===== src/rtl/dh_session_ctrl_if.sv =====
// Engine-side bus between dh_session_ctrl and the shared modular-exponentiation engine.
//   eng_base   : base operand (controller -> engine)
//   eng_exp    : exponent operand, W+1 bits (controller -> engine)
//   eng_prime  : modulus (controller -> engine)
//   eng_load   : one-cycle load/reset pulse (controller -> engine)
//   eng_busy   : engine dirty flag, high while computing (engine -> controller)
//   eng_result : result, valid once eng_busy is low (engine -> controller)
interface dh_session_ctrl_if #(
  parameter int unsigned W = 100
) ();
  logic [W-1:0] eng_base;
  logic [W:0]   eng_exp;
  logic [W-1:0] eng_prime;
  logic         eng_load;
  logic         eng_busy;
  logic [W-1:0] eng_result;

  modport master (
    output eng_base, eng_exp, eng_prime, eng_load,
    input  eng_busy, eng_result
  );

  modport slave (
    input  eng_base, eng_exp, eng_prime, eng_load,
    output eng_busy, eng_result
  );
endinterface


===== src/rtl/dh_session_ctrl.sv =====
// Diffie-Hellman session controller. Runs g^a mod p on the shared exponentiation engine,
// accepts and range-checks the peer key B, then runs B^a mod p. Owns engine sequencing,
// result capture and per-exponentiation timeout supervision.
//   clk, rst          : clock, asynchronous active-high reset
//   start, abort      : begin session (IDLE only) / synchronous return to IDLE
//   gen, prime, priv  : g, p, a; captured on accepted start
//   peer_pub/valid/ready : peer public key handshake
//   pub_key/valid, shared_key/valid : results, held until the next accepted start
//   busy, error, err_code : status; error sticky until next accepted start
//   eng               : engine bus (master side)
module dh_session_ctrl #(
  parameter int unsigned W       = 100,
  parameter int unsigned TIMEOUT = 1 << 20
) (
  input  logic              clk,
  input  logic              rst,
  input  logic              start,
  input  logic              abort,
  input  logic [W-1:0]      gen,
  input  logic [W-1:0]      prime,
  input  logic [W:0]        priv,
  input  logic [W-1:0]      peer_pub,
  input  logic              peer_valid,
  output logic              peer_ready,
  output logic [W-1:0]      pub_key,
  output logic              pub_valid,
  output logic [W-1:0]      shared_key,
  output logic              shared_valid,
  output logic              busy,
  output logic              error,
  output logic [1:0]        err_code,
  dh_session_ctrl_if.master eng
);

  localparam int unsigned CntW = (TIMEOUT > 1) ? $clog2(TIMEOUT) : 1;

  localparam logic [1:0] ErrPriv    = 2'd1;
  localparam logic [1:0] ErrPeer    = 2'd2;
  localparam logic [1:0] ErrTimeout = 2'd3;

  typedef enum logic [2:0] {
    StIdle, StPubLoad, StPubWait, StPeerWait, StShrLoad, StShrWait, StDone, StErr
  } state_e;

  state_e state_q, state_d;

  // The engine operand registers double as the captured session operands: g/p/a are
  // loaded on accepted start, B overwrites the base at the peer handshake.
  logic [W-1:0]    eng_base_q, eng_base_d;
  logic [W:0]      eng_exp_q, eng_exp_d;
  logic [W-1:0]    eng_prime_q, eng_prime_d;
  logic [CntW-1:0] cnt_q, cnt_d;
  logic [W-1:0]    pub_key_q, pub_key_d;
  logic [W-1:0]    shared_key_q, shared_key_d;
  logic            pub_valid_q, pub_valid_d;
  logic            shared_valid_q, shared_valid_d;
  logic            error_q, error_d;
  logic [1:0]      err_code_q, err_code_d;
  logic            eng_load;

  logic wait_st, guard, eng_done, timeout, peer_ok;

  assign wait_st  = (state_q == StPubWait) || (state_q == StShrWait);
  // First WAIT cycle: the engine may not have raised eng_busy yet.
  assign guard    = (cnt_q == '0);
  assign eng_done = wait_st && !guard && !eng.eng_busy;
  assign timeout  = wait_st && !eng_done && (cnt_q == CntW'(TIMEOUT - 1));
  // p < 4 would make p-2 < 2 (or wrap), so reject every B explicitly.
  assign peer_ok  = (eng_prime_q >= W'(4)) && (peer_pub >= W'(2)) &&
                    (peer_pub <= (eng_prime_q - W'(2)));

  // State register
  always_ff @(posedge clk or posedge rst) begin
    if (rst) begin
      state_q <= StIdle;
    end else begin
      state_q <= state_d;
    end
  end

  // Next-state logic
  always_comb begin
    state_d = state_q;
    if (abort) begin
      state_d = StIdle;
    end else begin
      unique case (state_q)
        StIdle:     if (start) state_d = (priv == '0) ? StErr : StPubLoad;
        StPubLoad:  state_d = StPubWait;
        StPubWait: begin
          if (eng_done)     state_d = StPeerWait;
          else if (timeout) state_d = StErr;
        end
        StPeerWait: if (peer_valid) state_d = peer_ok ? StShrLoad : StErr;
        StShrLoad:  state_d = StShrWait;
        StShrWait: begin
          if (eng_done)     state_d = StDone;
          else if (timeout) state_d = StErr;
        end
        StDone:     state_d = StIdle;
        StErr:      state_d = StIdle;
        default:    state_d = StIdle;
      endcase
    end
  end

  // Outputs decoded from state
  always_comb begin
    busy       = (state_q != StIdle);
    peer_ready = (state_q == StPeerWait);
    eng_load   = (state_q == StPubLoad) || (state_q == StShrLoad);
  end

  // Datapath next-state; abort freezes everything so status and keys survive it.
  always_comb begin
    eng_base_d     = eng_base_q;
    eng_exp_d      = eng_exp_q;
    eng_prime_d    = eng_prime_q;
    cnt_d          = cnt_q;
    pub_key_d      = pub_key_q;
    shared_key_d   = shared_key_q;
    pub_valid_d    = pub_valid_q;
    shared_valid_d = shared_valid_q;
    error_d        = error_q;
    err_code_d     = err_code_q;
    if (!abort) begin
      unique case (state_q)
        StIdle: begin
          if (start) begin
            eng_base_d     = gen;
            eng_exp_d      = priv;
            eng_prime_d    = prime;
            pub_valid_d    = 1'b0;
            shared_valid_d = 1'b0;
            error_d        = 1'b0;
            err_code_d     = 2'd0;
            if (priv == '0) begin
              error_d    = 1'b1;
              err_code_d = ErrPriv;
            end
          end
        end
        StPubLoad, StShrLoad: cnt_d = '0;
        StPubWait: begin
          cnt_d = cnt_q + CntW'(1);
          if (eng_done) begin
            pub_key_d   = eng.eng_result;
            pub_valid_d = 1'b1;
          end else if (timeout) begin
            error_d    = 1'b1;
            err_code_d = ErrTimeout;
          end
        end
        StPeerWait: begin
          if (peer_valid) begin
            eng_base_d = peer_pub;
            if (!peer_ok) begin
              error_d    = 1'b1;
              err_code_d = ErrPeer;
            end
          end
        end
        StShrWait: begin
          cnt_d = cnt_q + CntW'(1);
          if (eng_done) begin
            shared_key_d   = eng.eng_result;
            shared_valid_d = 1'b1;
          end else if (timeout) begin
            error_d    = 1'b1;
            err_code_d = ErrTimeout;
          end
        end
        default: ;
      endcase
    end
  end

  always_ff @(posedge clk or posedge rst) begin
    if (rst) begin
      eng_base_q     <= '0;
      eng_exp_q      <= '0;
      eng_prime_q    <= '0;
      cnt_q          <= '0;
      pub_key_q      <= '0;
      shared_key_q   <= '0;
      pub_valid_q    <= 1'b0;
      shared_valid_q <= 1'b0;
      error_q        <= 1'b0;
      err_code_q     <= 2'd0;
    end else begin
      eng_base_q     <= eng_base_d;
      eng_exp_q      <= eng_exp_d;
      eng_prime_q    <= eng_prime_d;
      cnt_q          <= cnt_d;
      pub_key_q      <= pub_key_d;
      shared_key_q   <= shared_key_d;
      pub_valid_q    <= pub_valid_d;
      shared_valid_q <= shared_valid_d;
      error_q        <= error_d;
      err_code_q     <= err_code_d;
    end
  end

  assign pub_key        = pub_key_q;
  assign pub_valid      = pub_valid_q;
  assign shared_key     = shared_key_q;
  assign shared_valid   = shared_valid_q;
  assign error          = error_q;
  assign err_code       = err_code_q;
  assign eng.eng_base   = eng_base_q;
  assign eng.eng_exp    = eng_exp_q;
  assign eng.eng_prime  = eng_prime_q;
  assign eng.eng_load   = eng_load;

endmodule


===== src/flat_wrapper.sv =====
// flat-port wrapper written by rule: the top's interface ports become plain ports
module dh_session_ctrl_flat 
#(
  parameter int unsigned W       = 100,
  parameter int unsigned TIMEOUT = 1 << 20
)
  (clk, rst, start, abort, gen, prime, priv, peer_pub, peer_valid, peer_ready, pub_key, pub_valid, shared_key, shared_valid, busy, error, err_code, eng_eng_base, eng_eng_exp, eng_eng_prime, eng_eng_load, eng_eng_busy, eng_eng_result);
  dh_session_ctrl_if #(.W(W)) eng_i ();
  input  logic clk;
  input  logic rst;
  input  logic start;
  input  logic abort;
  input  logic [W-1:0] gen;
  input  logic [W-1:0] prime;
  input  logic [W:0] priv;
  input  logic [W-1:0] peer_pub;
  input  logic peer_valid;
  output logic peer_ready;
  output logic [W-1:0] pub_key;
  output logic pub_valid;
  output logic [W-1:0] shared_key;
  output logic shared_valid;
  output logic busy;
  output logic error;
  output logic [1:0] err_code;
  output wire logic [$bits(eng_i.eng_base)-1:0] eng_eng_base;
  output wire logic [$bits(eng_i.eng_exp)-1:0] eng_eng_exp;
  output wire logic [$bits(eng_i.eng_prime)-1:0] eng_eng_prime;
  output wire logic [$bits(eng_i.eng_load)-1:0] eng_eng_load;
  input wire logic [$bits(eng_i.eng_busy)-1:0] eng_eng_busy;
  input wire logic [$bits(eng_i.eng_result)-1:0] eng_eng_result;
  assign eng_eng_base = eng_i.eng_base;
  assign eng_eng_exp = eng_i.eng_exp;
  assign eng_eng_prime = eng_i.eng_prime;
  assign eng_eng_load = eng_i.eng_load;
  assign eng_i.eng_busy = eng_eng_busy;
  assign eng_i.eng_result = eng_eng_result;
  dh_session_ctrl #(.W(W), .TIMEOUT(TIMEOUT)) u_core (.clk(clk), .rst(rst), .start(start), .abort(abort), .gen(gen), .prime(prime), .priv(priv), .peer_pub(peer_pub), .peer_valid(peer_valid), .peer_ready(peer_ready), .pub_key(pub_key), .pub_valid(pub_valid), .shared_key(shared_key), .shared_valid(shared_valid), .busy(busy), .error(error), .err_code(err_code), .eng(eng_i));
endmodule

===== config.mk =====
export PLATFORM = sky130hd
export DESIGN_NAME = dh_session_ctrl_flat
export DESIGN_NICKNAME = d
export VERILOG_FILES = /design/src/rtl/dh_session_ctrl_if.sv /design/src/rtl/dh_session_ctrl.sv /design/src/flat_wrapper.sv
export SDC_FILE = /design/constraint.sdc
export NUM_CORES = 1
export LEC_CHECK = 0
export ABC_AREA = 1
export CORE_AREA = 2 2 393 395
export CTS_CLUSTER_SIZE = 25
export DETAILED_ROUTE_END_ITERATION = 16
export DIE_AREA = 0 0 395 397
export PLACE_DENSITY_LB_ADDON = 0.12
export SETUP_SLACK_MARGIN = 0.15
export SLEW_MARGIN = 20
export SYNTH_ARGS = -nofsm -noshare
export SYNTH_HDL_FRONTEND = slang
export SYNTH_SLANG_ARGS = --single-unit

===== constraint.sdc =====
create_clock -name clk -period 18.7 [get_ports clk]
set_clock_uncertainty 0.1 [all_clocks]
set_input_delay 2.805 -clock clk [delete_from_list [all_inputs] [get_ports clk]]
set_output_delay 2.805 -clock clk [all_outputs]
set_load 0.02 [all_outputs]

# ---- Yosys cells after proc, flatten, opt, wreduce, memory -nomap -nowiden
# Index checks and enable logic that the tools add are counted.
dict set report totals {
  wordCells 97
  regBits 529
}
dict set report classes {
  n_addsub 2
  n_bitwise 1
  n_eq_ne 17
  magnitude_cmp 3
  mux 31
  reduce_logical 32
}
# operator count
set op_table {}
lappend op_table {{2-to-1 mux 100 bit} 2}
lappend op_table {{one-hot mux 100 bit (2 select lines)} 1}
lappend op_table {{logical NOT 101 bit} 1}
lappend op_table {{>= comparator 100 x 2 -> 1 bit, second input constant} 1}
lappend op_table {{>= comparator 100 x 3 -> 1 bit, second input constant} 1}
lappend op_table {{less-or-equal comparator 100 bit} 1}
lappend op_table {{subtractor 100 x 2 -> 100 bit, second input constant} 1}
lappend op_table {{one-hot mux 20 bit (2 select lines)} 1}
lappend op_table {{2-to-1 mux 3 bit} 7}
lappend op_table {{one-hot mux 3 bit (7 select lines)} 1}
lappend op_table {{adder 20 x 1 -> 20 bit, second input constant} 1}
lappend op_table {{equality test 20 bit, second input constant} 1}
lappend op_table {{logical NOT 20 bit} 1}
lappend op_table {{equality test 3 bit, second input constant} 4}
lappend op_table {{2-to-1 mux 2 bit} 6}
lappend op_table {{AND reduction 4 bit} 3}
lappend op_table {{2-to-1 mux 1 bit} 9}
lappend op_table {{AND reduction 3 bit} 3}
lappend op_table {{!= test 2 bit, second input constant} 4}
lappend op_table {{nonzero test 2 bit} 4}
lappend op_table {{AND reduction 7 bit} 1}
lappend op_table {{equality test 3 x 2 -> 1 bit, second input constant} 2}
lappend op_table {{logical AND 1 bit} 6}
lappend op_table {{!= test 2 x 1 -> 1 bit, second input constant} 3}
lappend op_table {{other kinds (12)} 21}

# ---- Depth between registers and ports, before layout
# Gate-level depths: netlist of the first run.
dict set report logic_depth {
  depth_word 11
  ltp_mapped 30
}

# ---- Worst setup path before layout of the first run
# Ideal clock, no wire load.
dict set report synth_timing {
  path_kind {input port to flip-flop}
  from {input peer_pub[67]}
  to {register u_core.err_code_q[0] (netlist: u_core.err_code[0])}
  path_stages 14
  arrival_ps 4159
  t_required_ps 18474
  setup_slack_ps 14315
  setup_ps 126
  path_cell_list {ha_1 -> nand2_1 -> nor2_1 -> nand4_1 -> nor3_1 -> nand2_1 -> nor2_1 -> nand2_1 -> nand3_1 -> nand2_1 -> nand3_1 -> nand2_1 -> nand2_1 -> o21ai_0}
}
dict set report synth_between {
  elab_chain_len 5
  word_cells_on_any_way 6
  cone_classes {order compare (2); eq/ne (1); reduce/logical (3)}
}
# item line
set synth_rtl {}
lappend synth_rtl {{start, declared} flat_wrapper.sv:16} ;# input logic [W-1:0] peer_pub;
lappend synth_rtl {{>= comparator 100 x 2 -> 1 bit} dh_session_ctrl.sv:69} ;# assign peer_ok = (eng_prime_q >= W'(4)) && (peer_pub >= W'(2)) &&
lappend synth_rtl {{logical AND 1 bit} dh_session_ctrl.sv:69}
lappend synth_rtl {{logical AND 1 bit (*)} dh_session_ctrl.sv:69}
lappend synth_rtl {{!= test 2 bit (no source line) (*)} -}
lappend synth_rtl {{AND reduction 7 bit (no source line) (*)} -}
lappend synth_rtl {{end signal, assigned} dh_session_ctrl.sv:200} ;# err_code_q <= err_code_d;
lappend synth_rtl {{end, declared} dh_session_ctrl.sv:58} ;# logic [1:0] err_code_q, err_code_d;
# Mark *: on every way between the ends. The rest lies on a longest branch, timed or not.
# A chain may end at the register's enable or synchronous reset.

# ---- Worst setup path in the final report of the first run
dict set report layout_timing {
  from {register u_core.state_q[2]}
  to {output peer_ready}
}
dict set report layout_between {
  elab_chain_len 1
}
# item line
set layout_rtl {}
lappend layout_rtl {{start, declared} dh_session_ctrl.sv:45} ;# state_e state_q, state_d;
lappend layout_rtl {{start signal, assigned} dh_session_ctrl.sv:75} ;# state_q <= StIdle;
lappend layout_rtl {{start signal, assigned} dh_session_ctrl.sv:77} ;# state_q <= state_d;
lappend layout_rtl {{equality test 3 x 2 -> 1 bit} dh_session_ctrl.sv:110} ;# peer_ready = (state_q == StPeerWait);
lappend layout_rtl {{end, declared} flat_wrapper.sv:18} ;# output logic peer_ready;
# Every way passes these cells.

==> Flow_metrics.wiki, run 1 <==
{| class="wikitable"
! Metric !! Value
|-
| Total iterations of the first detailed-routing run || 4
|-
| Maxcap violations || 0
|-
| Largest net degree at the start of global routing || 166
|-
| Post-synth EDFFs || 0
|-
| Initial antenna violation count || 27
|-
| Final #Nets || 4946
|-
| Final antenna-violating net count || 0
|-
| Unrepaired setup endpoints after global routing || false
|-
| Clock buffer count from CTS || 74
|-
| Count of filler cells inserted in the layout || 16.6k
|-
| Port Buf Inserts || 1015
|-
| Sum of internal, switching and leakage power || 6600 uW
|-
| Global-route wire length before repair || 205 mm
|-
| Final setup violation count || 0
|-
| Period Utilization, post-route || 0.327
|-
| Post-CTS Setup Repair Bufs || 0
|-
| Cell types with the highest counts after synthesis || sky130_fd_sc_hd__nand2_1 (1073), sky130_fd_sc_hd__dfrtp_1 (529), sky130_fd_sc_hd__nor2_1 (388)
|-
| Number of placement rows || 144
|-
| Yosys reg bits || 529
|-
| Total count of max-transition violations in the final report || 0
|-
| Total Routing Usage GR || 0.181
|-
| Total leakage power || 0.0185 uW
|-
| Max-slew headroom at the worst pin || 0.128
|-
| Maximum number of buffers from clock root to sink || 3
|-
| Clock sink count || 529
|-
| Post-DR wirelength/cell || 22.6 microns
|-
| Portion of the post-synthesis area used by sequential elements || 0.486
|-
| Fin area || 42100 sq um
|-
| Number of design-rule violations left by the first detailed-router iteration || 1347
|-
| Storage element area || 13200 sq um
|-
| Share of layout cells above drive strength 1 || 0.0634
|-
| Synthesized Nets || 3956
|-
| Number of distinct library cells after synthesis || 47
|-
| CTS tree || done
|-
| Post-synthesis async set-or-reset flop share || 1.00
|-
| Most used flip-flop cell after synthesis || sky130_fd_sc_hd__dfrtp_1
|-
| Clock-pin slew of the registers on the worst-case setup and hold paths || 0.05 ns
|-
| Horiz. Die Dim || 395 microns
|-
| WP data required || 15.79 ns
|-
| Biggest area consumer among synthesized cells || sky130_fd_sc_hd__dfrtp_1
|-
| Critical path fanouts, max || 52
|-
| Sum of routed wire length over all layers || 146 mm
|-
| Kind of end point of the critical path || primary output
|-
| Vias per std cell || 4.05
|-
| Hpwl dp || 117 mm
|-
| Total standard cell area after synthesis || 27200 sq um
|-
| Area enclosed by the die boundary || 157000 sq um
|-
| Min Clock Period, post-route || 6.11 ns
|-
| Overflow after GRT || 0
|-
| Area taken by multi-input logic gates || 12200 sq um
|-
| Cell Pwr Density || 157 nW/um^2
|-
| Critical path launch point type || flop
|-
| Depth of the CTS H-tree || 3
|-
| Warnings, synthesis || 0
|-
| Starting Density || 0.178
|-
| Post-synthesis area per instance || 8.14 sq um
|-
| Final design utilization || 0.275
|-
| Clock root buffer master || sky130_fd_sc_hd__clkbuf_16
|-
| Routed via count || 26.1k
|-
| Final hold vios || 0
|-
| Cell area reported after detailed placement || 39700 sq um
|-
| Outcome || complete, no violations
|-
| Vertical extent of the die || 397 microns
|-
| Post-detailed-route DRC marker count || 0
|-
| Later-pin clock latency in the skew report || 0.70 ns
|-
| Hold/Removal Path Class || reg2reg
|-
| Highest clock frequency the design can meet || 164 MHz
|-
| Dominant cells by area after synthesis || sky130_fd_sc_hd__dfrtp_1 (49%), sky130_fd_sc_hd__nand2_1 (15%), sky130_fd_sc_hd__nor2_1 (5.3%), sky130_fd_sc_hd__ha_1 (4.7%), sky130_fd_sc_hd__inv_1 (4.4%)
|-
| Hold buffer count at cts || 0
|-
| Worst-case setup slack after placement || 12.23 ns
|-
| VDD IR max || 0.000157 V
|-
| Count of pins on the block boundary || 1016
|-
| Synthesis-to-finish area growth || 54.7%
|-
| Actual transition at the worst max-transition pin || 1.31 ns
|-
| Proportion of netlist area held by the largest area contributor || 0.486
|-
| Cells after synthesis || 3346
|-
| Core Footprint || 153000 sq um
|-
| Via count of the first global-routing pass || 26.9k
|-
| Placer Congestion || 0.846
|-
| Most frequently used cell type in the post-synthesis netlist || sky130_fd_sc_hd__nand2_1
|-
| Critical path arrival || 3.21 ns
|-
| Setup total negative slack || 0 ns
|-
| Resized cells post-CTS || 0
|-
| Crit Path Class || reg2out
|-
| Setup slack after layout || 12.59 ns
|}
-- kinds of logic (layout without fill, tap and decap cells) --
kind of cell               after synthesis  after routing  share of synthesized area
AOI/OAI and AO/OA                      395            395                     0.0848
buffers and inverters                  461           1502                     0.0668
xor gates and xnor gates                97             97                     0.0312
DFF                                    529            529                      0.486
adders and majority gates              103            103                     0.0473
and+or+nand+nor                       1695           1695                      0.257
muxes                                   66             66                     0.0273
other                                    0              4                          0
-- final cells by class --
cell class,instances,share of cell area
diodes,4,0.000238
clock buffers,106,0.0506
clock inverters,21,0.00763
inverters,336,0.0303
multi-input cells,2356,0.290
flip-flops and latches,529,0.314
well taps,2044,0.0607
repair buffers,1039,0.246
-- per-stage QoR --
stage,hold WS (ns),std cells
detailed placement,0.358,6304
CTS,0.371,6431
global placement,0.354,6304
global route,0.391,6434
floorplan,0.376,3346
finish,0.364,6435
-- path summary, 6_finish.rpt --
check	startpoint	endpoint	slack, ns	depth (start not counted)
worst max-delay path	u_core.state_q[2]	peer_ready	12.59	4
worst min-delay path	u_core.eng.eng_exp[66]	u_core.eng.eng_exp[66]	0.36	2
worst max register to register	u_core.eng.eng_prime[1]	u_core.state_q[1]	12.80	22
worst min register to register	u_core.eng.eng_exp[66]	u_core.eng.eng_exp[66]	0.36	2
max in group asynchronous	rst	u_core.eng.eng_prime[46]	13.12	5
min in group asynchronous	rst	u_core.pub_key[27]	2.46	2
-- sequential cells by signal, summed over array words and instances (netlist names), 2 cells and up --
| name | cells |
|---|---|
| u_core.eng.eng_exp | 101 |
| u_core.shared_key | 100 |
| u_core.eng.eng_prime | 100 |
| u_core.state_q | 3 |
| u_core.cnt_q | 20 |
| u_core.eng.eng_base | 100 |
| u_core.err_code | 2 |
| u_core.pub_key | 100 |
-- worst max-delay path, stage by stage, from the launching register on --
cell                              delay [ns]
sky130_fd_sc_hd__dfrtp_1                0.41
sky130_fd_sc_hd__nor2_2                 0.23
sky130_fd_sc_hd__nand2_4                0.37
sky130_fd_sc_hd__inv_4                  0.69
sky130_fd_sc_hd__clkdlybuf4s50_1        0.74
-- per-layer routing --
| layer | part of all wire | track usage |
|---|---|---|
| met5 | 0.00074 | 0 |
| met4 | 0.021 | 0.0460 |
| met3 | 0.062 | 0.0478 |
| met2 | 0.52 | 0.332 |
| met1 | 0.40 | 0.207 |
-- report_power, final --
group          switching, uW  internal (uW)
clock                    607            842
sequential               364           1550
combinational           1950           1280
total                   2920           3670
-- cell usage in the layout, fill, tap and decap left out, types with 3 or more instances in the layout --
master and n:
sky130_fd_sc_hd__clkdlybuf4s50_1 1015, sky130_fd_sc_hd__or2_2 8, sky130_fd_sc_hd__nand3_1 51, sky130_fd_sc_hd__clkinv_2 8
sky130_fd_sc_hd__dfrtp_1 529, sky130_fd_sc_hd__nor2_4 10, sky130_fd_sc_hd__or2_4 3, sky130_fd_sc_hd__xnor2_1 21
sky130_fd_sc_hd__nor4_1 54, sky130_fd_sc_hd__clkbuf_1 16, sky130_fd_sc_hd__diode_2 4, sky130_fd_sc_hd__bufinv_16 3
sky130_fd_sc_hd__nand3_4 3, sky130_fd_sc_hd__a21boi_0 3, sky130_fd_sc_hd__clkinv_16 4, sky130_fd_sc_hd__a21oi_1 60
sky130_fd_sc_hd__nor2_1 386, sky130_fd_sc_hd__nor3_1 32, sky130_fd_sc_hd__o21ai_0 149, sky130_fd_sc_hd__nand4_1 34
sky130_fd_sc_hd__ha_1 103, sky130_fd_sc_hd__clkbuf_8 16, sky130_fd_sc_hd__nor3_2 6, sky130_fd_sc_hd__nor2_2 11
sky130_fd_sc_hd__inv_2 12, sky130_fd_sc_hd__nand2_2 9, sky130_fd_sc_hd__inv_1 321, sky130_fd_sc_hd__clkbuf_16 74
sky130_fd_sc_hd__o21a_1 70, sky130_fd_sc_hd__xor2_1 74, sky130_fd_sc_hd__a31oi_1 102, sky130_fd_sc_hd__buf_4 22
sky130_fd_sc_hd__a21o_1 5, sky130_fd_sc_hd__mux2_2 66, sky130_fd_sc_hd__clkinvlp_4 3, sky130_fd_sc_hd__nand2_1 1072
(Power assumes the default switching activity.)
==> run 2: changes to the inputs <==
clock period = 4.98 ns   (was 18.7 ns; I/O delays follow)
==> run 2 against run 1 <==
Clock power increased to 3.9 times the previous value. Via count increased by 0.62%. Critical path depth increased by 22. Sequential cell count unchanged. Register-to-register slack got worse by 12 ns. Global-route usage decreased by 0.081 points. Critical endpoint is now u_core.error. Largest power group unchanged. Highest routed layer unchanged.
==> Flow_metrics.wiki, run 2 (synthesis gave the netlist of run 1 again) <==
{| class="wikitable"
! Metric !! Value
|-
| Post-detailed-route DRC marker count || 0
|-
| Max-slew headroom at the worst pin || 0.341
|-
| Flip-flop count of the largest register after layout || 101
|-
| Later-pin clock latency in the skew report || 0.69 ns
|-
| Vias per std cell || 4.06
|-
| Capturing instance or port of the critical path || u_core.error
|-
| Horiz. Die Dim || 395 microns
|-
| Cell Pwr Density || 587 nW/um^2
|-
| Worst-case reg-to-reg path depth || 26
|-
| Kind of end point of the critical path || flop
|-
| Synthesis-to-finish area growth || 56.4%
|-
| Final antenna-violating net count || 0
|-
| Storage element area || 13200 sq um
|-
| Timing startpoint of the critical path || u_core.eng.eng_prime[1]
|-
| Area taken by multi-input logic gates || 12300 sq um
|-
| Final #Nets || 4973
|-
| CTS tree || done
|-
| Overflow after GRT || 0
|-
| Clock sink count || 529
|-
| Critical path arrival || 4.89 ns
|-
| Total Routing Usage GR || 0.180
|-
| Number of design-rule violations left by the first detailed-router iteration || 1355
|-
| Critical path fanouts, max || 4
|-
| Starting Density || 0.178
|-
| Min Clock Period, post-route || 4.40 ns
|-
| Placer Congestion || 0.882
|-
| Sum of routed wire length over all layers || 145 mm
|-
| Highest clock frequency the design can meet || 227 MHz
|-
| Uppermost layer routed || met5
|-
| Post-DR wirelength/cell || 22.4 microns
|-
| Setup slack after layout || 0.584 ns
|-
| Unrepaired setup endpoints after global routing || false
|-
| Period Utilization, post-route || 0.883
|-
| Hold/Removal Path Class || reg2reg
|-
| Share of power burned in combinational logic || 0.490
|-
| Detail Route met3 WL || 10.5 mm
|-
| Global-route wire length before repair || 204 mm
|-
| Hold buffer count at cts || 0
|-
| Count of pins on the block boundary || 1016
|-
| Actual transition at the worst max-transition pin || 0.988 ns
|-
| Vertical extent of the die || 397 microns
|-
| Total iterations of the first detailed-routing run || 5
|-
| Largest net degree at the start of global routing || 132
|-
| Sw power || 11000 uW
|-
| Core Footprint || 153000 sq um
|-
| Seq pwr share || 0.286
|-
| VDD IR max || 0.000289 V
|-
| Worst-case setup slack after placement || 0.00598 ns
|-
| Number of placement rows || 144
|-
| Reg-to-reg critical path startpoint || u_core.eng.eng_prime[1]
|-
| Maxcap violations || 0
|-
| Hold path cells || 2
|-
| Critical path launch point type || flop
|-
| Final setup violation count || 0
|-
| WP data required || 5.47 ns
|-
| Post-CTS Setup Repair Bufs || 0
|-
| Capture point of the worst reg-to-reg path || u_core.error
|-
| Clock network fraction of design power || 0.224
|-
| Clock buffer count from CTS || 75
|-
| Setup total negative slack || 0 ns
|-
| Design internal power || 14000 uW
|-
| Total leakage power || 0.0188 uW
|-
| Area enclosed by the die boundary || 157000 sq um
|-
| Share of layout cells above drive strength 1 || 0.0702
|-
| Met2 wire len || 74.7 mm
|-
| Most common cell after layout, fill and taps aside || sky130_fd_sc_hd__nand2_1
|-
| Final hold vios || 0
|-
| Count of filler cells inserted in the layout || 16.6k
|-
| Final worst hold slack || 0.367 ns
|-
| Clock-pin slew of the registers on the worst-case setup and hold paths || 0.06 ns
|-
| Depth of the CTS H-tree || 3
|-
| Top library cells by usage in the layout, fill and taps aside || sky130_fd_sc_hd__nand2_1 (1072), sky130_fd_sc_hd__clkdlybuf4s50_1 (1015), sky130_fd_sc_hd__dfrtp_1 (529)
|-
| Clock root buffer master || sky130_fd_sc_hd__clkbuf_16
|-
| Met1 WL || 56.7 mm
|-
| Routed via count || 26.2k
|-
| Hpwl dp || 118 mm
|-
| Internal reg-to-reg setup slack || 0.58 ns
|-
| Total count of max-transition violations in the final report || 0
|-
| Port Buf Inserts || 1015
|-
| Crit Path Class || reg2reg
|-
| Initial antenna violation count || 26
|-
| Via count of the first global-routing pass || 26.9k
|-
| Switching fraction of total power || 0.440
|-
| Outcome || complete, no violations
|-
| Maximum number of buffers from clock root to sink || 3
|}
[run 2: changes by cell type in the layout (fill, tap and decap cells not counted), sizes merged]
cell | before | now
buf | 24 | 50
clkinv | 12 | 15
clkinvlp | 3 | 1
bufinv | 3 | 5
clkbuf | 106 | 105
diode | 4 | 8
[run 2: power groups by stage]
stage | clock network, uW | registers, uW | logic (uW)
6_report | 5610 | 7150 | 12200
5_1_grt | 6010 | 7370 | 13400
4_1_cts | 5840 | 7170 | 12500
3_5_place_dp | 0 | 7210 | 12500
3_3_place_gp | 0 | 7180 | 12500
2_1_floorplan | 0 | 8690 | 4570
[run 2: area by class of cell]
type                       instances  share of cell area
multi-input combinational       2356               0.288
clock buffer                     105              0.0502
antenna                            8            0.000470
sequential                       529               0.311
tap                             2044              0.0600
clock inverter                    24             0.00943
inverter                         336              0.0299
timing repair buffer            1065               0.251
[run 2: routing by layer]
layer  vias up  track usage
met5         -            0
li1      12800            -
met3       179       0.0571
met4        20       0.0423
met2       795        0.328
met1     12500        0.204
[run 2: critical path, stage by stage (launching register included)]
cell and delay [ns]:
sky130_fd_sc_hd__dfrtp_1 0.38, sky130_fd_sc_hd__inv_1 0.11, sky130_fd_sc_hd__ha_1 0.25, sky130_fd_sc_hd__nand2_1 0.13, sky130_fd_sc_hd__nor2_2 0.21, sky130_fd_sc_hd__inv_2 0.05
sky130_fd_sc_hd__nor2_2 0.13, sky130_fd_sc_hd__inv_2 0.09, sky130_fd_sc_hd__nor2_4 0.11, sky130_fd_sc_hd__nand2_1 0.07, sky130_fd_sc_hd__or3_4 0.42, sky130_fd_sc_hd__nor3_2 0.29
sky130_fd_sc_hd__xor2_1 0.18, sky130_fd_sc_hd__inv_1 0.06, sky130_fd_sc_hd__ha_1 0.29, sky130_fd_sc_hd__nand2_1 0.05, sky130_fd_sc_hd__inv_1 0.07, sky130_fd_sc_hd__nand3_1 0.07
sky130_fd_sc_hd__nor2_1 0.23, sky130_fd_sc_hd__nand4_1 0.14, sky130_fd_sc_hd__nor2_1 0.14, sky130_fd_sc_hd__nand2_1 0.07, sky130_fd_sc_hd__nand3_1 0.06, sky130_fd_sc_hd__nand2_1 0.18
sky130_fd_sc_hd__nand3_1 0.13, sky130_fd_sc_hd__nand2_1 0.10, sky130_fd_sc_hd__a21boi_0 0.20
[run 2: how the worst min path moves through the flow]
stage,end,start
2_1_floorplan,u_core.cnt_q[6],u_core.cnt_q[6]
3_3_place_gp,u_core.eng.eng_exp[17],u_core.eng.eng_exp[17]
3_5_place_dp,u_core.eng.eng_exp[86],u_core.eng.eng_exp[86]
4_1_cts,u_core.eng.eng_exp[86],u_core.eng.eng_exp[86]
5_1_grt,u_core.eng.eng_exp[23],u_core.eng.eng_exp[23]
6_report,u_core.eng.eng_exp[70],u_core.eng.eng_exp[70]
[run 2: repair_timing]
action / 4_1_cts / 5_1_grt
cloned: 0 / 0
pin swaps: 0 / 0
hold endpoints to repair: 0 / 0
setup endpoints to repair: 5 / 5
gates resized for setup: 1 / 6
[run 2: per-stage QoR]
step,instances,power [uW],utilization,instance area [sq um]
after floorplan,3346,13300,-,27200
after CTS,6459,25500,0.278,42600
after detailed placement,6330,19700,0.262,40000
final,6467,25000,0.278,42600
after global routing,6463,26800,0.278,42600
after global placement,6330,19700,0.262,40000
